<file path="src/rtl/rr_decode_arbiter.sv">
// Round-robin arbiter that shares one 3-to-8 decoder among eight requesters.
// It has break-before-make handover (one idle GAP cycle) and an optional hold limit per grant.
module rr_decode_arbiter #(
  parameter int unsigned MAX_HOLD = 15,
  parameter int unsigned HOLD_W   = 4
) (
  input  logic       clk,
  input  logic       rst,
  input  logic [7:0] req,
  input  logic       done,
  output logic [2:0] sel,
  output logic       en,
  output logic [7:0] grant,
  output logic       busy,
  output logic       timeout
);

  typedef enum logic [1:0] {
    IDLE  = 2'd0,
    GRANT = 2'd1,
    GAP   = 2'd2
  } state_t;

  localparam logic [HOLD_W-1:0] MAX_HOLD_C    = HOLD_W'(MAX_HOLD);
  localparam logic [HOLD_W-1:0] HOLD_ONE      = HOLD_W'(1);
  localparam logic              HOLD_LIMIT_EN = (MAX_HOLD != 0);

  state_t            state_q, state_d;
  logic [2:0]        ptr_q, ptr_d;
  logic [2:0]        sel_q, sel_d;
  logic              en_q, en_d;
  logic [7:0]        grant_q, grant_d;
  logic [HOLD_W-1:0] hold_cnt_q, hold_cnt_d;
  logic              timeout_q, timeout_d;
  logic              busy_q, busy_d;

  logic [3:0]        pick;
  logic              owner_req;
  logic              hold_hit;
  logic              release_now;

  // Returns {found, index}. It scans from p upward with wrap-around, so the
  // requester closest to the pointer wins.
  function automatic logic [3:0] rr_pick(input logic [7:0] r, input logic [2:0] p);
    logic [3:0] res;
    logic [2:0] idx;
    res = 4'b0;
    for (int i = 7; i >= 0; i--) begin
      idx = p + 3'(i);
      if (r[idx]) res = {1'b1, idx};
    end
    return res;
  endfunction

  always_comb begin
    state_d     = state_q;
    ptr_d       = ptr_q;
    sel_d       = sel_q;
    en_d        = en_q;
    grant_d     = grant_q;
    hold_cnt_d  = hold_cnt_q;
    timeout_d   = 1'b0;
    pick        = rr_pick(req, ptr_q);
    owner_req   = req[sel_q];
    hold_hit    = HOLD_LIMIT_EN && (hold_cnt_q == MAX_HOLD_C);
    release_now = done || !owner_req || hold_hit;

    case (state_q)
      IDLE: begin
        if (pick[3]) begin
          sel_d      = pick[2:0];
          en_d       = 1'b1;
          grant_d    = 8'b1 << pick[2:0];
          hold_cnt_d = HOLD_ONE;
          state_d    = GRANT;
        end
      end
      GRANT: begin
        if (release_now) begin
          en_d      = 1'b0;
          grant_d   = 8'h00;
          ptr_d     = sel_q + 3'd1;
          state_d   = GAP;
          // A done or a withdrawal in the same cycle has priority over the limit.
          timeout_d = hold_hit && !done && owner_req;
        end else if (hold_cnt_q != {HOLD_W{1'b1}}) begin
          hold_cnt_d = hold_cnt_q + HOLD_ONE;
        end
      end
      GAP: begin
        state_d = IDLE;
      end
      default: begin
        state_d = IDLE;
        en_d    = 1'b0;
        grant_d = 8'h00;
      end
    endcase

    busy_d = (state_d != IDLE);
  end

  always_ff @(posedge clk or posedge rst) begin
    if (rst) begin
      state_q    <= IDLE;
      ptr_q      <= 3'd0;
      sel_q      <= 3'd0;
      en_q       <= 1'b0;
      grant_q    <= 8'h00;
      hold_cnt_q <= '0;
      timeout_q  <= 1'b0;
      busy_q     <= 1'b0;
    end else begin
      state_q    <= state_d;
      ptr_q      <= ptr_d;
      sel_q      <= sel_d;
      en_q       <= en_d;
      grant_q    <= grant_d;
      hold_cnt_q <= hold_cnt_d;
      timeout_q  <= timeout_d;
      busy_q     <= busy_d;
    end
  end

  assign sel     = sel_q;
  assign en      = en_q;
  assign grant   = grant_q;
  assign busy    = busy_q;
  assign timeout = timeout_q;

endmodule
</file>
<file path="config.mk">
export PLATFORM = sky130hd
export DESIGN_NAME = rr_decode_arbiter
export DESIGN_NICKNAME = d
export VERILOG_FILES = /design/src/rtl/rr_decode_arbiter.sv
export SDC_FILE = /design/constraint.sdc
export NUM_CORES = 1
export LEC_CHECK = 0
export CAP_MARGIN = 20
export CORE_ASPECT_RATIO = 1.4
export CORE_MARGIN = 1
export CORE_UTILIZATION = 45
export DETAILED_ROUTE_END_ITERATION = 8
export PLACE_DENSITY = 0.65
export SYNTH_ARGS = -nofsm -noshare
export SYNTH_HDL_FRONTEND = slang
export SYNTH_SLANG_ARGS = --single-unit
</file>
<file path="constraint.sdc">
create_clock -name clk -period 7.5 [get_ports clk]
set_clock_uncertainty 0.05 [all_clocks]
set_input_delay 1.125 -clock clk [delete_from_list [all_inputs] [get_ports clk]]
set_output_delay 1.125 -clock clk [all_outputs]
set_load 0.005 [all_outputs]
</file>
==> results.json <==
{
  "rsz0062_at_grt": "false",
  "switching_share": 0.492,
  "static-leakage-power_nw": 0.966,
  "crit_type": "reg2reg",
  "coreArea_mm2": 0.00454,
  "synth_area_leaders": "dfrtp_1 (27%), mux4_2 (14%), mux2i_1 (9.5%), nand2_1 (3.6%), nand3_1 (2.6%)",
  "crit_fanout": 20,
  "clock_path_buffers": 2,
  "antennaDiodeCount": 0,
  "drtIter0Drc": 71,
  "die_w_um": 59.9,
  "required_ns": 7.60,
  "seq_area_frac_synth": 0.273,
  "tightest_slew_ns": 0.853,
  "finalPower_mw": 1.26,
  "dieHeight_um": 83.1,
  "fin_crit_ns": 4.02,
  "grt_pass1_vias": 1691,
  "hold_path_class": "reg2reg",
  "setup_violations": 0,
  "netlist-cell-type-count": 52,
  "avgSynthCellArea_um2": 9.87,
  "netlist.top_cell.by_area": "dfrtp_1",
  "synth_top_area_share": 0.273,
  "synth_seq_cells": 23,
  "p_sw_mw": 0.618,
  "cts.sink_count": 23,
  "p_int_mw": 0.637,
  "endpoint_kind": "flip-flop",
  "start_util": 0.466,
  "yosysWarnings": 0,
  "utilization": 0.526,
  "maxCapViolCount": 0,
  "finalMaxSlewViolations": 0,
  "fin_nets": 243,
  "peakVddDrop_mv": 0.274,
  "ys.flop_type": "dfrtp_1",
  "post-dp-hpwl_um": 3620,
  "synthCells": 214,
  "synth-async-reset-ratio": 1.00,
  "dpl_cell_area_mm2": 0.00234,
  "clk_latency_ns": 0.26,
  "final_common_cell": "clkdlybuf4s50_1",
  "wl_per_cell_um": 16.8,
  "final_cell_area_mm2": 0.00239,
  "boundaryPins": 25,
  "fmax_mhz": 249,
  "cts_made_buffers": 3,
  "viasPerCell": 6.00,
  "cts_setup_buffers": 0,
  "grt_max_degree": 24,
  "cts_htree_levels": 1,
  "finalHoldViolations": 0,
  "layout_common_cells": "clkdlybuf4s50_1 (24), dfrtp_1 (23), mux2i_1 (20), nand2_1 (20), mux4_2 (13)",
  "die_area_mm2": 0.00498,
  "cts-root-buf": "clkbuf_8",
  "drc": 0,
  "period_share": 0.536,
  "dr.pass1.iters": 4,
  "cts-hold-fix-buffers": 0,
  "area_growth_pct": 13.0,
  "combPwrFrac": 0.766,
  "rows": 29,
  "outcome": "complete, no violations",
  "pwr-share-seq": 0.174,
  "fillers": 434,
  "slew_headroom": 0.431,
  "synth_edf_count": 0,
  "grtUsageTotal": 0.215,
  "mappedNetlistArea_mm2": 0.00211,
  "vias": 1733,
  "synth_fp_nets": 229,
  "arrival_ns": 4.12,
  "wirelength_um": 4850,
  "power_density_mw_per_mm2": 526,
  "clkTransAtPathRegs_ns": 0.08,
  "postCtsResizedCells": 0,
  "start_kind": "flip-flop",
  "gr-total-overflow": 0,
  "p_clk_frac": 0.060,
  "place.gp.congestion": 0.844,
  "antenna_found_initial": 0,
  "tns_ns": 0,
  "grt_pass1_wl_um": 8250,
  "drive_gt1_frac": 0.141,
  "tritoncts": "built",
  "port_buffers": 24,
  "antenna_left": 0
}
[Yosys cell counts (all sizes together), types with 4 or more instances]
library cell   n
o21ai         10
a21oi          9
and2           8
o31ai          4
nand2         20
ha             4
dfrtp         23
nand3         11
mux4          13
mux2           4
a32o           4
mux2i         21
buf           15
xor2           4
nand2b         4
inv            9
a2111oi        4
xnor2          4
nor2          11
nor2b          5
[stage by stage]
| stage | instances | hold WS (ns) | setup slack, ns |
|---|---|---|---|
| after global placement | 285 | 0.410 | 3.37 |
| after detailed placement | 285 | 0.418 | 3.35 |
| after global routing | 289 | 0.467 | 3.13 |
| after floorplan | 214 | 0.421 | 4.33 |
| after CTS | 289 | 0.437 | 3.46 |
| final | 289 | 0.431 | 3.48 |
[registers in the layout, indices dropped and copies added, names as in the netlist]
signal / flops
sel: 3
state_q: 2
timeout: 1
ptr_q: 3
grant: 8
hold_cnt_q: 4
en: 1
busy: 1
[path summary, 6_finish.rpt]
kind,start,endpoint,slack [ns],cells after the start
max,ptr_q[0],hold_cnt_q[0],3.48,10
min,en,en,0.43,2
max reg2reg,ptr_q[0],hold_cnt_q[0],3.48,10
min reg2reg,en,en,0.43,2
max in group asynchronous,rst,timeout,5.58,2
min in group asynchronous,rst,grant[2],1.29,2
[final cells by class]
class / instances / area, um^2 / share of cell area
clock buffer: 3 / 41.3 / 0.0173
clock inverter: 1 / 5.00 / 0.00210
inverter: 9 / 33.8 / 0.0142
multi-input combinational: 165 / 1400 / 0.586
sequential: 23 / 576 / 0.241
tap: 62 / 77.6 / 0.0325
timing repair buffer: 26 / 255 / 0.107
[cells by family (layout without fill, tap and decap cells)]
group | Yosys count | in the layout | synth area share
AOI/OAI and AO/OA | 49 | 49 | 0.173
xor gates and xnor gates | 8 | 8 | 0.0456
adders and majority gates | 4 | 4 | 0.0237
buffers and inverters | 26 | 39 | 0.0658
DFF | 23 | 23 | 0.273
muxes | 38 | 38 | 0.265
and+or+nand+nor | 66 | 66 | 0.154
[layer usage]
layer	global-route usage	share of wire	vias to the layer above
met5	0	0	-
met4	0.0782	0.022	0
met3	0.0156	0.034	7
met2	0.367	0.54	48
met1	0.277	0.41	850
li1	-	-	828
[critical path: stages, from the launching register on]
cell and delay, ns:
dfrtp_1 0.33, buf_4 0.29, inv_2 0.16, ha_1 0.77, mux2i_1 0.40, mux2i_1 0.11, mux2_2 0.29, nor2b_1 0.27
a311o_1 0.63, and2_4 0.28, mux2_1 0.31
[power groups by stage]
| stage | logic [mW] | registers [mW] | clock network, mW |
|---|---|---|---|
| detailed placement | 0.952 | 0.220 | 0 |
| global placement | 0.950 | 0.219 | 0 |
| global route | 1.05 | 0.226 | 0.0840 |
| CTS | 0.955 | 0.218 | 0.0789 |
| finish | 0.961 | 0.218 | 0.0759 |
| floorplan | 0.792 | 0.199 | 0 |
No activity file was read; power rests on OpenSTA's default activity.
==> variant (same settings) <==
The parameter `HOLD_W` goes from 4 to 6.
--- a/src/rtl/rr_decode_arbiter.sv
+++ b/src/rtl/rr_decode_arbiter.sv
@@ -2,7 +2,7 @@
 // It has break-before-make handover (one idle GAP cycle) and an optional hold limit per grant.
 module rr_decode_arbiter #(
   parameter int unsigned MAX_HOLD = 15,
-  parameter int unsigned HOLD_W   = 4
+  parameter int unsigned HOLD_W   = 6
 ) (
   input  logic       clk,
   input  logic       rst,
Check against the original RTL: same outputs for any inputs over 10 cycles, from zero or initial values and one cycle with rst high; that may be too few to reach the edited logic, so the function may still have changed.
==> variant against the original RTL <==
- area after synthesis rose by 15%
- utilization fell by 0.80 points
- design area rose by 12%
- sequential cell count rose by 2
- critical path depth fell by 2
- via count rose by 10%
- final cell count rose by 8.3%
- setup slack improved by 0.48 ns
- critical path type is now input port to flop
- power rose by 4.9%
- non-clock buffer count did not move
- wire length rose by 18%
- largest cell class unchanged
==> variant: results (changes against the original RTL) <==
| Metric | Value |
|---|---|
| Pin count of the biggest net entering global routing | `35 (+46%)` |
| Syn nets | `253 (+10%)` |
| Status | `complete, no violations` |
| Global-route met1 utilization | `25.9% (-1.8 points)` |
| First-pass GRT wire length | `9.47 mm (+15%)` |
| Hold crit path type | `flop to flop` |
| Top-count cell post-synth | `nand2_1` |
| Nets | `263 (+8.2%)` |
| Arrival @ worst endpoint | `3.65 ns (-0.47 ns)` |
| DP Area | `2620 sq um (+12%)` |
| Main area contributors after synthesis | `dfrtp_1 26%, mux4_2 15%, mux2i_1 5.8%` |
| Initial DRC Count | `108 (+52%)` |
| Top cells by count, synth | `27 x nand2_1, 25 x dfrtp_1, 16 x mux4_2, 14 x mux2i_1, 12 x inv_1` |
| Synth async-reset ratio | `100% (unchanged)` |
| Syn Inst Count | `238 (+11%)` |
| Post-DP HPWL | `4.27 mm (+18%)` |
| Vias/cell | `6.09 (+1.5%)` |
| Crit Path Max Fanout | `11 (-45%)` |
| M3 GR Usage | `1.29% (-0.27 points)` |
| Met2 Usage GRT | `40.1% (+3.5 points)` |
| Share of cells above drive strength 1 | `21.1% (+7.0 points)` |
| Mean routed wirelength per cell | `18.3 microns (+9.3%)` |
| Worst-Margin Slew | `0.916 ns (+0.0628 ns)` |
| Largest vdd supply drop | `0.242 mV (-12%)` |
| RD Place Congestion | `0.897 (+6.3%)` |
| Number of global-route vias before repair | `1,938 (+15%)` |
| Antenna Cells | `0 (unchanged)` |
| Seq/Total Area, Yosys | `25.8% (-1.4 points)` |
| Leak | `1.06 nW (+9.7%)` |
| Count of different cell masters after synthesis | `67 (+29%)` |
| GRT Overall Usage | `21.6% (+0.044 points)` |
| Ys flop type | `dfrtp_1` |
| Final non-filler cell total | `313 (+8.3%)` |
variant: area by class of cell:
cell class              count  area [sq um]
fillers                   475          2490
well taps                  66          82.6
flip-flops and latches     25           626
repair buffers             26           255
clock inverters             1          7.51
inverters                  14          52.6
clock buffers               3          41.3
multi-input cells         178          1610
variant: worst paths after layout:
check                         start  depth (start not counted)  slack [ns]            end
hold reg to reg            grant[3]                          2        0.43       grant[3]
max in group asynchronous       rst                          2        5.53       ptr_q[1]
setup / recovery             req[2]                          8        3.96  hold_cnt_q[3]
hold / removal             grant[3]                          2        0.43       grant[3]
min in group asynchronous       rst                          2        1.30       grant[7]
setup reg to reg           ptr_q[0]                         10        4.20         sel[2]
variant: worst max-delay path, stage by stage:
cell and delay (ns):
clkdlybuf4s50_1 0.70, mux2_2 0.35, o221ai_1 0.15, a32o_1 0.34, a311oi_2 0.41, o21a_2 0.28
nand4_1 0.15, mux2i_1 0.14
variant: cells by family after synthesis:
| logic type | Yosys count | synth area share (%) |
|---|---|---|
| simple gates | 63 | 13.1 |
| mux | 40 | 26.4 |
| buf+inv | 35 | 7.80 |
| compound gates | 67 | 23.0 |
| flops | 25 | 25.8 |
| fa+ha+maj | 4 | 2.07 |
| xor+xnor | 4 | 1.76 |
variant: where the power goes:
| group | switching [mW] | internal, mW | leakage [nW] |
|---|---|---|---|
| logic | 0.549 | 0.444 | 0.716 |
| registers | 0.0591 | 0.185 | 0.322 |
| clock network | 0.0418 | 0.0375 | 0.0217 |
variant: metrics by stage:
stage | power (mW) | setup WS (ns)
after floorplan | 1.03 | 4.44
after global placement | 1.22 | 3.73
after detailed placement | 1.23 | 3.70
after CTS | 1.32 | 3.97
after global routing | 1.42 | 3.83
final | 1.32 | 3.96
variant: layer usage:
layer	vias to the layer above	wire length (microns)
li1	924	-
met5	-	0
met4	0	165
met2	26	3080
met3	10	77
met1	946	2420
